==> src/rtl/div_pkg.sv <==
// Shared types and constants for the sequential restoring divider.
//
// Contents:
//   state_t        - controller states (IDLE, BUSY, DONE)
//   CNT_W          - iteration counter width for the default 16-bit dividend
//   cnt_width()    - counter width for any dividend width
//   DIV_ALL_ONES   - wide all-ones constant; sliced to DIVIDEND_W for the
//                    divide-by-zero quotient
package div_pkg;

  localparam int DIVIDEND_W_DEF = 16;
  localparam int DIVISOR_W_DEF  = 8;

  localparam int CNT_W = $clog2(DIVIDEND_W_DEF);

  // Wide enough for any practical dividend width; users slice it.
  localparam int          ALL_ONES_MAX_W = 64;
  localparam logic [63:0] DIV_ALL_ONES   = '1;

  typedef enum logic [1:0] {
    IDLE = 2'd0,
    BUSY = 2'd1,
    DONE = 2'd2
  } state_t;

  // Counter has to hold DIVIDEND_W-1; keep at least one bit.
  function automatic int cnt_width(input int w);
    return (w > 1) ? $clog2(w) : 1;
  endfunction

endpackage

==> src/rtl/div_step.sv <==
// One restoring-division iteration (purely combinational).
//
// Ports:
//   pr       in  DIVISOR_W+1  current partial remainder
//   sr_msb   in  1            next dividend bit shifted into the remainder
//   divisor  in  DIVISOR_W    denominator
//   pr_next  out DIVISOR_W+1  partial remainder after this iteration
//   q_bit    out 1            quotient bit resolved by this iteration
module div_step
  import div_pkg::*;
#(
  parameter int DIVISOR_W = DIVISOR_W_DEF
) (
  input  logic [DIVISOR_W:0]   pr,
  input  logic                 sr_msb,
  input  logic [DIVISOR_W-1:0] divisor,
  output logic [DIVISOR_W:0]   pr_next,
  output logic                 q_bit
);

  logic [DIVISOR_W:0] t;
  logic [DIVISOR_W:0] diff;
  // After a restoring step the remainder is always < divisor, so the top
  // bit of pr is zero on entry and only the low DIVISOR_W bits carry data.
  logic               pr_msb_unused;

  assign pr_msb_unused = pr[DIVISOR_W];
  assign t             = {pr[DIVISOR_W-1:0], sr_msb};
  assign diff          = t - {1'b0, divisor};
  assign q_bit         = (t >= {1'b0, divisor});
  assign pr_next       = q_bit ? diff : t;

endmodule

==> src/rtl/seq_div_16by8.sv <==
// Iterative unsigned restoring divider, one quotient bit per clock, with
// valid/ready handshakes on both input and output.
//
// Optional build macro: DIV_EARLY_EXIT_EN
//   When defined, operands with dividend < divisor (divisor != 0) finish in
//   a single cycle with quotient=0, remainder=dividend.
//
// Ports:
//   clk          in  1           rising-edge clock
//   rst_n        in  1           asynchronous active-low reset
//   in_valid     in  1           operands valid
//   in_ready     out 1           divider idle and able to accept operands
//   dividend     in  DIVIDEND_W  numerator
//   divisor      in  DIVISOR_W   denominator
//   out_valid    out 1           result valid (held until out_ready)
//   out_ready    in  1           consumer accepts result
//   quotient     out DIVIDEND_W  floor(dividend/divisor), all ones on /0
//   remainder    out DIVISOR_W   dividend mod divisor, dividend LSBs on /0
//   div_by_zero  out 1           result came from a zero divisor
module seq_div_16by8
  import div_pkg::*;
#(
  parameter int DIVIDEND_W = DIVIDEND_W_DEF,
  parameter int DIVISOR_W  = DIVISOR_W_DEF
) (
  input  logic                  clk,
  input  logic                  rst_n,
  input  logic                  in_valid,
  output logic                  in_ready,
  input  logic [DIVIDEND_W-1:0] dividend,
  input  logic [DIVISOR_W-1:0]  divisor,
  output logic                  out_valid,
  input  logic                  out_ready,
  output logic [DIVIDEND_W-1:0] quotient,
  output logic [DIVISOR_W-1:0]  remainder,
  output logic                  div_by_zero
);

  localparam int CW = (DIVIDEND_W == DIVIDEND_W_DEF) ? CNT_W : cnt_width(DIVIDEND_W);
  localparam logic [CW-1:0] CNT_LOAD = CW'(DIVIDEND_W - 1);

  state_t                state_reg, state_next;
  logic [DIVISOR_W:0]    pr_reg, pr_next;
  logic [DIVIDEND_W-1:0] sr_reg, sr_next;
  logic [CW-1:0]         cnt_reg, cnt_next;
  logic [DIVISOR_W-1:0]  divisor_reg, divisor_next;
  logic [DIVIDEND_W-1:0] quotient_reg, quotient_next;
  logic [DIVISOR_W-1:0]  remainder_reg, remainder_next;
  logic                  dbz_reg, dbz_next;

  logic [DIVISOR_W:0]    step_pr;
  logic                  step_q;

  // Single shared iteration; sr MSB is the next dividend bit to bring down.
  div_step #(
    .DIVISOR_W (DIVISOR_W)
  ) u_step (
    .pr      (pr_reg),
    .sr_msb  (sr_reg[DIVIDEND_W-1]),
    .divisor (divisor_reg),
    .pr_next (step_pr),
    .q_bit   (step_q)
  );

`ifdef DIV_EARLY_EXIT_EN
  logic early_exit;
  assign early_exit = (divisor != '0) && (dividend < DIVIDEND_W'(divisor));
`endif

  always_comb begin
    state_next     = state_reg;
    pr_next        = pr_reg;
    sr_next        = sr_reg;
    cnt_next       = cnt_reg;
    divisor_next   = divisor_reg;
    quotient_next  = quotient_reg;
    remainder_next = remainder_reg;
    dbz_next       = dbz_reg;

    case (state_reg)
      IDLE: begin
        if (in_valid) begin
          divisor_next = divisor;
          if (divisor == '0) begin
            quotient_next  = DIV_ALL_ONES[DIVIDEND_W-1:0];
            remainder_next = dividend[DIVISOR_W-1:0];
            dbz_next       = 1'b1;
            state_next     = DONE;
          end
`ifdef DIV_EARLY_EXIT_EN
          else if (early_exit) begin
            quotient_next  = '0;
            remainder_next = dividend[DIVISOR_W-1:0];
            dbz_next       = 1'b0;
            state_next     = DONE;
          end
`endif
          else begin
            pr_next    = '0;
            sr_next    = dividend;
            cnt_next   = CNT_LOAD;
            dbz_next   = 1'b0;
            state_next = BUSY;
          end
        end
      end

      BUSY: begin
        // Dividend bits leave at the top of sr while quotient bits enter at
        // the bottom, so after the last step sr holds the whole quotient.
        pr_next = step_pr;
        sr_next = {sr_reg[DIVIDEND_W-2:0], step_q};
        if (cnt_reg == '0) begin
          quotient_next  = sr_next;
          remainder_next = step_pr[DIVISOR_W-1:0];
          state_next     = DONE;
        end else begin
          cnt_next = cnt_reg - 1'b1;
        end
      end

      DONE: begin
        if (out_ready) begin
          state_next = IDLE;
        end
      end

      default: begin
        state_next = IDLE;
      end
    endcase
  end

  always_ff @(posedge clk or negedge rst_n) begin
    if (!rst_n) begin
      state_reg     <= IDLE;
      pr_reg        <= '0;
      sr_reg        <= '0;
      cnt_reg       <= '0;
      divisor_reg   <= '0;
      quotient_reg  <= '0;
      remainder_reg <= '0;
      dbz_reg       <= 1'b0;
    end else begin
      state_reg     <= state_next;
      pr_reg        <= pr_next;
      sr_reg        <= sr_next;
      cnt_reg       <= cnt_next;
      divisor_reg   <= divisor_next;
      quotient_reg  <= quotient_next;
      remainder_reg <= remainder_next;
      dbz_reg       <= dbz_next;
    end
  end

  assign in_ready    = (state_reg == IDLE);
  assign out_valid   = (state_reg == DONE);
  assign quotient    = quotient_reg;
  assign remainder   = remainder_reg;
  assign div_by_zero = dbz_reg;

endmodule

==> config.mk <==
export PLATFORM = sky130hd
export DESIGN_NAME = seq_div_16by8
export DESIGN_NICKNAME = d
export VERILOG_FILES = /design/src/rtl/div_pkg.sv /design/src/rtl/div_step.sv /design/src/rtl/seq_div_16by8.sv
export SDC_FILE = /design/constraint.sdc
export NUM_CORES = 1
export LEC_CHECK = 0
export ABC_AREA = 0
export BUFFER_PORTS_ARGS = -buffer_cell sky130_fd_sc_hd__clkbuf_2
export CAP_MARGIN = 15
export CORE_MARGIN = 8
export CORE_UTILIZATION = 58
export CTS_BUF_LIST = sky130_fd_sc_hd__clkbuf_8
export CTS_CLUSTER_SIZE = 40
export DETAILED_ROUTE_END_ITERATION = 6
export GPL_TIMING_DRIVEN = 0
export PLACE_DENSITY_LB_ADDON = 0.08
export SETUP_SLACK_MARGIN = 0.2
export SLEW_MARGIN = 10
export SYNTH_ARGS = -nofsm -noshare
export SYNTH_HDL_FRONTEND = slang
export SYNTH_SLANG_ARGS = --single-unit
export TNS_END_PERCENT = 50
==> constraint.sdc <==
create_clock -name clk -period 2.7 [get_ports clk]
set_input_delay 0.54 -clock clk [delete_from_list [all_inputs] [get_ports clk]]
set_output_delay 0.54 -clock clk [all_outputs]
set_load 0.03 [all_outputs]
# --- Yosys cells after proc, flatten, opt, wreduce, memory -nomap -nowiden ---
# Cells that the tools add are included.
classes:
  mux: 25
  order_cmp: 1
  reduce_logical: 9
  n_addsub: 2
  n_eq_ne: 8
op_table:
  columns: ["cell", "n"]
  rows:
  - ["16-bit two-way mux", 5]
  - ["16-bit one-hot mux with 2 select lines", 2]
  - ["8-bit two-way mux", 6]
  - ["8-bit one-hot mux with 2 select lines", 2]
  - ["4-bit two-way mux", 3]
  - ["9-bit by 8-bit greater-or-equal comparator with 1-bit output", 1]
  - ["8-bit zero test", 1]
  - ["2-bit two-way mux", 4]
  - ["2-bit inequality test (second input constant)", 4]
  - ["4-bit one-hot mux with 2 select lines", 1]
  - ["4-bit AND reduction", 2]
  - ["8-bit subtractor", 1]
  - ["2-bit one-hot mux with 3 select lines", 1]
  - ["3-bit AND reduction", 2]
  - ["4-bit zero test", 1]
  - ["2-bit by 1-bit inequality test with 1-bit output (second input constant)", 2]
  - ["4-bit by 1-bit subtractor with 4-bit output (second input constant)", 1]
  - ["2-bit by 1-bit equality test with 1-bit output (second input constant)", 1]
  - ["2-bit equality test (second input constant)", 1]
  - ["2-bit zero test", 1]
  - ["2-bit AND reduction", 1]
  - ["2-bit nonzero test", 1]
  - ["1-bit two-way mux", 1]
word_totals:
  output_inout_bits: 27
  word_cells: 53
  reg_bits: 63
  input_bits: 28

# --- Depth between registers and ports, before layout ---
depth:
  word_depth: 4
  ltp_mapped: 9
  ltp_nobuf: 9

# --- By module ---
# From an unflattened synthesis, not the netlist that was laid out.
unflattened:
  hier_cells: 309
  area_unflattened_um2: 3328.2
by_module_without_submodules:
  columns: ["mod", "seq_area_each_um2", "n_inst", "cells_per_inst", "area_each_um2"]
  rows:
  - ["seq_div_16by8", 1601.5, 1, 233, 2781.4]
  - ["div_step", 0.0, 1, 76, 546.8]

# --- Worst setup path after synthesis ---
# OpenSTA, ideal clock, no wires.
synth_timing:
  path_kind: "flip-flop to flip-flop"
  start: "reg divisor_reg[0]"
  end: "reg remainder_reg[6], in the netlist remainder[6]"
  path_slack_ps: 639
  setup_ps: 123
  stages_incl_launch_ff: 9
  t_arrival_ps: 1939
  period_less_slack_ps: 2061
  path_buffers: 0
  required_ps: 2577
  cell_sequence: "dfrtp_1 > ha_1 > fa_1 > nand2b_1 > a21oi_1 > o21a_1 > o21ai_0 > a31o_1 > o221a_2"
synth_via:
  elab_chain_cells: 4
  word_cells_on_any_way: 5
  classes_between: "1 x add/sub; 1 x order compare; 3 x mux"
synth_rtl:
  columns: ["element", "line_no", "rtl"]
  rows:
  - ["start: declaration", "seq_div_16by8.sv:46", "logic [DIVISOR_W-1:0] divisor_reg, divisor_next;"]
  - ["start signal: assignment", "seq_div_16by8.sv:149", "divisor_reg <= divisor_next;"]
  - ["8-bit subtractor or 9-bit by 8-bit greater-or-equal comparator with 1-bit output (tied branches)", "div_step.sv:29, div_step.sv:30", null]
  - ["8-bit two-way mux (*)", "div_step.sv:31", "assign pr_next = q_bit ? diff : t;"]
  - ["8-bit two-way mux (*)", "seq_div_16by8.sv:113", "if (cnt_reg == '0) begin"]
  - ["8-bit one-hot mux with 2 select lines (*)", "seq_div_16by8.sv:80", "case (state_reg)"]
  - ["end signal: assignment", "seq_div_16by8.sv:151", "remainder_reg <= remainder_next;"]
  - ["end: declaration", "seq_div_16by8.sv:48", "logic [DIVISOR_W-1:0] remainder_reg, remainder_next;"]
# Every way passes the cells marked *; elsewhere a longest branch is shown, timed or not. The select of a mux whose other input is x is not followed.
# A chain may end at the register's enable or synchronous reset.

# --- Final worst setup path ---
layout_timing:
  start: "reg sr_reg[15]"
  end: "reg remainder_reg[6], in the netlist remainder[6]"
layout_via:
  elab_chain_cells: 4
  word_cells_on_any_way: 5
  classes_between: "1 x add/sub; 1 x order compare; 3 x mux"
layout_rtl:
  columns: ["element", "line_no", "rtl"]
  rows:
  - ["start: declaration", "seq_div_16by8.sv:44", "logic [DIVIDEND_W-1:0] sr_reg, sr_next;"]
  - ["start signal: assignment", "seq_div_16by8.sv:147", "sr_reg <= sr_next;"]
  - ["8-bit subtractor or 9-bit by 8-bit greater-or-equal comparator with 1-bit output (tied branches)", "div_step.sv:29, div_step.sv:30", null]
  - ["8-bit two-way mux (*)", "div_step.sv:31", null]
  - ["8-bit two-way mux (*)", "seq_div_16by8.sv:113", null]
  - ["8-bit one-hot mux with 2 select lines (*)", "seq_div_16by8.sv:80", null]
# Marked as above.

==> results.toml <==
[clock_network]
clk_latency_ns = 0.35
cts-htree-levels = 3
cts_buffer_depth = 2
cts_resized = 0
post-cts-setup-buffers = 0
cts_sinks = 63
cts_hold_buf = 0
cts_tree = "done"
cts_root_buffer = "clkbuf_8"
cts_buffers = 9
cts.clk_slew.worst_paths_ns = 0.07

[synthesis]
synth_area_sq_mm = 0.003120
ys_ff_latch = 63
synthArstFlopShare_pct = 100.0
syn_avg_cell_area_sq_um = 9.071
synth_edf_count = 0
yosys_most_used_dff = "dfrtp_1"
synth_warnings = 0
synth_cell_types = 52
syn_nets = 382
yosysSeqAreaShare_pct = 50.52
syn_inst = 344

[power_and_ir_drop]
ir_drop_mv = 0.7584
power_density_mw_per_mm2 = 1485
p_leak_nw = 1.772
power_mw = 5.541

[detailed_routing]
first_pass_iters = 4
vias = 2698
met3_length_um = 563
wl_per_cell_um = 15.59
top_layer_used = "met4"
drc = 0
wirelength_um = 7562
ant_nets = 0
drt_iter0_markers = 183
met2_length_um = 3565
avgViaCountPerCell = 5.563
wl_met1_um = 3335

[cells_and_area]
layout.nets = 448
diodes = 0
layout_commonest_cell = "dfrtp_1"
layout_common_cells = "dfrtp_1, nand2_1, nor2_1"
drive_above_1_share_pct = 23.13
area.growth.synth_to_final_pct = 19.57
layout.cells.non_filler = 485

[timing]
finalCritPeriodShare_pct = 84.25
skew_ns = 0.007394
timing.hold.ws_ns = 0.1571
finalHoldViolCount = 0
worst_slew_pin_slew_ns = 0.5325
slew_violations = 0
period_minus_slack_ns = 2.275
fmax_mhz = 439.6
max_slew_margin_pct = 64.23
rsz0062_at_grt = "false"
setup-tns-final_ns = 0
setup_viol = 0

[critical_path]
worstPathMaxFanout = 3
worst_setup_path_start_kind = "register"
path_class = "register to register"
slowest_stage = "fa_1"
worstPathCellList = "inv_1 > ha_1 > fa_1 > nand2b_1 > a21oi_1 > o21a_1 > o21ai_0 > a31o_1 > o221a_2"
r2r-end = "remainder[6]$_DFFE_PN0P_"
critPathArrivalTime_ns = 2.51
reg2reg_depth = 9
rr_startpoint = "sr_reg[15]$_DFFE_PN0P_"
required_ns = 2.93
cp_slowest_stage_delay_ns = 0.38
r2r_slack_ns = 0.43
crit_path_end_kind = "register"

[outcome]
outcome = "finished, final reports clean"

[grt]
track_usage_pct = 20.99
grt_max_degree = 34
grt_pass1_wl_um = 12740
grt_pass1_vias = 2716
grt_remaining_overflow = 0
antenna_found_initial = 0

[place]
io_buffer_count = 54
dpl.hpwl_um = 5642
globalplace.congestion = 0.8600
dpl.cell_count = 469

[die]
die_y_um = 89.35
row_count = 26
core_area_sq_mm = 0.005140
start_util_pct = 60.71
die_x_um = 89.35
pin_count = 55
dieArea_sq_mm = 0.007983

[min_path]
min-delay-path-class = "primary input to async pin"

[flow_run]
max-cap-violations = 0
## routing by layer
layer / GRT usage (%) / up-vias
met1: 27.87 / 1300
met5: 0 / -
met2: 31.92 / 83
met3: 6.434 / 10
met4: 6.647 / 0
li1: - / 1305
## final cells by class
type                       count  area (sq um)
sequential                    63          1577
fill                         434          1409
multi-input combinational    249          1405
timing repair buffer          55         292.8
clock buffer                  10         137.6
clock inverter                 6         92.59
tap                           70         87.58
buffer                        17         82.58
inverter                      15         56.30
## worst max path at each step
stage / from / end / cells after the start / slack [ns]
after global placement: sr_reg[15]$_DFFE_PN0P_ / remainder[6]$_DFFE_PN0P_ / 9 / 0.47
final: sr_reg[15]$_DFFE_PN0P_ / remainder[6]$_DFFE_PN0P_ / 9 / 0.43
after CTS: sr_reg[15]$_DFFE_PN0P_ / remainder[6]$_DFFE_PN0P_ / 9 / 0.44
after global routing: sr_reg[15]$_DFFE_PN0P_ / remainder[6]$_DFFE_PN0P_ / 9 / 0.26
after detailed placement: sr_reg[15]$_DFFE_PN0P_ / remainder[6]$_DFFE_PN0P_ / 9 / 0.46
after floorplan: divisor_reg[0]$_DFFE_PN0P_ / remainder[6]$_DFFE_PN0P_ / 8 / 0.64
## logic make-up after synthesis
logic type	after synthesis	share of synthesized area [%]
DFF	63	50.52
and+or+nand+nor	161	22.61
muxes	7	2.606
xor gates and xnor gates	2	0.5614
adders and majority gates	10	4.250
buffers and inverters	32	4.451
AOI/OAI and AO/OA	69	15.00
## critical path: cells and delay by family, from the launching register on
family / cells / cell delay, ns
buffers and inverters: 1 / 0.07
AO/OA/AOI/OAI: 5 / 0.96
adder cells (fa/ha/maj): 2 / 0.58
flip-flops: 1 / 0.35
AND/OR/NAND/NOR: 1 / 0.20
## cells in the mapped netlist, drive strengths merged (2+ instances only)
cell	instances	share of area (%)
nand3	4	0.80
ha	9	3.6
o21a	2	0.48
nand2	62	7.7
nor2	62	7.6
clkbuf	7	0.84
o21ai	19	3.2
mux2	6	2.3
nor3b	2	0.48
a21o	3	0.72
nand2b	4	0.80
a21oi	10	1.8
o2bb2ai	2	0.56
a31oi	21	4.7
nor3	16	2.6
or3	2	0.40
or4	3	0.96
nor2b	2	0.40
dfrtp	63	51
inv	15	1.8
buf	10	1.8
o31ai	2	0.48
## power breakdown
part / switching [mW] / total [mW] / internal, mW
sequential: 0.317 / 1.75 / 1.43
clock: 0.402 / 0.951 / 0.550
combinational: 1.75 / 2.84 / 1.09
## through the flow
stage / worst slack, ns / cell area (sq um) / util (%)
final: 0.4251 / 3731 / 72.59
after detailed placement: 0.4640 / 3501 / 68.11
after global routing: 0.2609 / 3731 / 72.59
after floorplan: 0.6387 / 3120 / -
after global placement: 0.4650 / 3478 / 67.67
after CTS: 0.4355 / 3731 / 72.59
No activity file was read; power rests on OpenSTA's default activity.
